$ cat src/rtl/pipe_buf.sv
// rtl/pipe_buf.sv - elastic DEPTH-entry valid/ready pipeline buffer with synchronous flush
module pipe_buf #(
  parameter int WIDTH = 96,
  parameter int DEPTH = 2,
  parameter int CW    = $clog2(DEPTH + 1)
) (
  input  logic             clk,
  input  logic             reset,
  input  logic             in_valid,
  output logic             in_ready,
  input  logic [WIDTH-1:0] in_data,
  output logic             out_valid,
  input  logic             out_ready,
  output logic [WIDTH-1:0] out_data,
  input  logic             flush,
  output logic [CW-1:0]    count
);

  localparam int PW = (DEPTH > 1) ? $clog2(DEPTH) : 1;

  logic [WIDTH-1:0] mem [DEPTH];
  logic [PW-1:0]    wr_ptr;
  logic [PW-1:0]    rd_ptr;
  logic             do_enq;
  logic             do_deq;

  // Both flags come straight off the count register, so no handshake input reaches them.
  assign in_ready  = (count != CW'(DEPTH));
  assign out_valid = (count != '0);
  assign out_data  = mem[rd_ptr];

  assign do_enq = in_valid && in_ready;
  assign do_deq = out_valid && out_ready;

  // Explicit wrap so non-power-of-two depths work.
  function automatic logic [PW-1:0] ptr_inc(input logic [PW-1:0] p);
    return (p == PW'(DEPTH - 1)) ? '0 : p + 1'b1;
  endfunction

  always_ff @(posedge clk or negedge reset) begin
    if (!reset) begin
      wr_ptr <= '0;
      rd_ptr <= '0;
      count  <= '0;
    end else if (flush) begin
      wr_ptr <= '0;
      rd_ptr <= '0;
      count  <= '0;
    end else begin
      if (do_enq) wr_ptr <= ptr_inc(wr_ptr);
      if (do_deq) rd_ptr <= ptr_inc(rd_ptr);
      case ({do_enq, do_deq})
        2'b10:   count <= count + 1'b1;
        2'b01:   count <= count - 1'b1;
        default: count <= count;
      endcase
    end
  end

  // Storage is never reset; a flushed enqueue must not land in it.
  always_ff @(posedge clk) begin
    if (do_enq && !flush) mem[wr_ptr] <= in_data;
  end

endmodule
$ cat config.mk
export PLATFORM = sky130hd
export DESIGN_NAME = pipe_buf
export DESIGN_NICKNAME = d
export VERILOG_FILES = /design/src/rtl/pipe_buf.sv
export SDC_FILE = /design/constraint.sdc
export NUM_CORES = 1
export LEC_CHECK = 0
export BUFFER_PORTS_ARGS = -buffer_cell sky130_fd_sc_hd__clkbuf_2
export CORE_MARGIN = 5
export CORE_UTILIZATION = 56
export DETAILED_ROUTE_END_ITERATION = 10
export PLACE_DENSITY = 0.95
export SLEW_MARGIN = 25
export SYNTH_ARGS = -nofsm -noshare
export SYNTH_HDL_FRONTEND = slang
export SYNTH_SLANG_ARGS = --single-unit
$ cat constraint.sdc
create_clock -name clk -period 25.7 [get_ports clk]
set_clock_uncertainty 0.15 [all_clocks]
set_input_delay 0 -clock clk [delete_from_list [all_inputs] [get_ports clk]]
set_output_delay 0 -clock clk [all_outputs]
set_load 0.02 [all_outputs]
==> run metrics <==
Nets 741; dpl hpwl 9.23 mm; PwrDens 71.7 nW/um2; worst r2r dst mem[0][88]; unrepaired setup endpoints after global routing false; status complete, no violations; CP startpoint kind register; first-pass GRT wire length 24.0 mm; WP data required 25.55 ns; gpl congestion 0.767; Num CTS Buffers 17; top post-synthesis cells by area edfxtp_1 79%, mux2_2 10%, mux2_4 6.2%; # rows 41; die height 124 um; TritonCTS clock tree yes; relative max-transition margin 32.4%; storage element area 5870 um2; max-slew violations 0; via count 4194; clock sink count 196; All-Layer GR Usage 21.4%; Avg Synthesized Cell Area 22.4 um2; Multi-input gate area 1330 um2; sequential element share of the synthesized area 80.6%; Period Utilization, post-route 11.0%; Synth area leader edfxtp_1; cells after synthesis 325; setup_tns 0 ns; Final ANT Viol Nets 0; Leak 3.88 nW; DRC 0; Hold/Removal Path Class in2reg; worst skew pair latency 0.43 ns; syn_nets 426; GRT met3 Usage 6.36%; die area 15400 um2; Synth Cell Area 7280 um2; CP Capture Type primary output; post-synthesis register bit count 196; Worst IR Drop VDD 50.1 uV; worst path arrival time 2.69 ns; initial antenna violation count 3; Initial Util 57.4%; DR pass1 iterations 4; clock-pin slew of the registers on the worst-case setup and hold paths 0.07 ns; final instance area 10100 um2; final hold vios 0; Post-synth EDFFs 192; global route overflow 0; final setup fails 0; post-CTS sizing 0; wire per inst 19.3 um; Synth top area share 79.2%; Main synth FF type edfxtp_1; Via density 5.07; io pins 201; Final Critical Period 2.84 ns; P&R area growth vs syn 38.6%; Hold Path Depth 2; worst r2r src count[1]; yosys warns 0; Starting DRT DRC Count 298; Max Cap Viol 0; GRT busiest layer met2; clk root buf clkbuf_16; crit-path max FO 65; Placement Cell Area 8460 um2; clock buffer depth 2; Core Util, Final 79.6%; hold path start in_data[72]; Setup Fix Bufs, Post-CTS 0; fraction of registers with async set/reset 2.04%; r2r worst-path depth 5; met2 Use GR 38.1%; port bufs 200; largest net degree at the start of global routing 77; Synth cell types 22; Filler cells 624; met1 usage 23.8%; Clock H-tree levels 4; Worst-Margin Slew 1.01 ns; vias in the first global route 4608; total routed wirelength 16.0 mm; share of layout cells above drive strength 1 50.9%; Die Wd 124 um; Worst R2R Setup Slack 23.27 ns; WHS Endpoint mem[1][72]; count leader, synth edfxtp_1; critical path class reg2out; core area 12700 um2; Fmax achieved 0.353 GHz; most instantiated cells after synthesis 192 x edfxtp_1, 66 x mux2_2, 30 x mux2_4, 6 x buf_2, 5 x buf_6
==> cells by family after synthesis <==
| family | count (synthesis) | synth area share [%] |
|---|---|---|
| xor+xnor | 1 | 0.120 |
| compound gates | 8 | 0.619 |
| flops | 196 | 80.6 |
| mux | 97 | 16.5 |
| simple gates | 10 | 0.825 |
| buf+inv | 13 | 1.29 |
==> cell type report <==
cell class | count | area share (%)
antenna | 4 | 0.0993
clock buffer | 19 | 4.29
clock inverter | 12 | 1.61
inverter | 2 | 0.0744
multi-input combinational | 116 | 13.2
sequential | 196 | 58.2
tap | 172 | 2.13
timing repair buffer | 307 | 20.4
==> what timing repair did <==
item,in CTS,in global routing
hold endpoints to repair,200,0
hold buffers,102,0
endpoints found under the setup margin,0,0
==> worst max-delay path, stage by stage, from the launching register on <==
cell and delay, ns:
dfrtp_4 0.80, buf_4 0.76, mux2_2 0.43, clkbuf_2 0.17
==> state kept, by name, indices dropped and copies added (netlist names) <==
register	cells
mem	192
count	2
rd_ptr	1
wr_ptr	1
==> routing by layer <==
metal  routed length [um]  part of all wire (%)  vias up
met4                  473                   3.0        0
met3                 1130                   7.0       39
met1                 5750                    36     2047
met2                 8670                    54      182
met5                    0                     0        -
li1                     -                     -     1926
==> cells in the final DEF, fill, tap and decap left out <==
master and n:
dfrtp_1 3, or2_2 2, nand3b_1 1, clkbuf_16 17, xor2_1 1, clkbuf_1 2
bufinv_16 4, edfxtp_1 192, nor3b_2 1, nor2b_1 1, diode_2 4, mux2_2 66
mux2i_1 1, nor2_1 1, clkbuf_2 200, nand2_1 1, buf_4 5, inv_2 1
inv_1 1, dlygate4sd3_1 102, a21oi_1 4, clkinvlp_4 3, clkinv_2 1, a21o_1 1
nor3b_1 1, nor3_2 1, dfrtp_4 1, clkinv_1 4, o21ai_0 2, mux2_4 30
o211ai_1 1, or3_1 1
==> report_power, final <==
| part | switching [mW] | internal [mW] |
|---|---|---|
| combinational | 0.0453 | 0.0414 |
| sequential | 0.00578 | 0.364 |
| clock | 0.106 | 0.161 |
| total | 0.157 | 0.566 |
==> per-stage QoR <==
| stage | cells | setup WS (ns) | hold slack (ns) | power (mW) |
|---|---|---|---|---|
| after detailed placement | 691 | 23.32 | -0.329 | 0.450 |
| final | 828 | 22.86 | 0.149 | 0.723 |
| after global routing | 827 | 22.74 | 0.145 | 0.748 |
| after CTS | 824 | 22.86 | 0.129 | 0.726 |
| after global placement | 691 | 23.35 | -0.326 | 0.447 |
| after floorplan | 325 | 16.92 | -0.446 | 0.425 |
==> worst max path at each step <==
stage                     startpoint            to  slack (ns)  depth (start not counted)
after global placement      count[1]    mem[0][75]       23.35                          5
after CTS                     rd_ptr  out_data[94]       22.86                          3
after detailed placement    count[1]    mem[0][32]       23.32                          5
after floorplan             count[1]     mem[1][0]       16.92                          4
after global routing          rd_ptr  out_data[30]       22.74                          3
final                         rd_ptr  out_data[30]       22.86                          3
(Power assumes the default switching activity.)
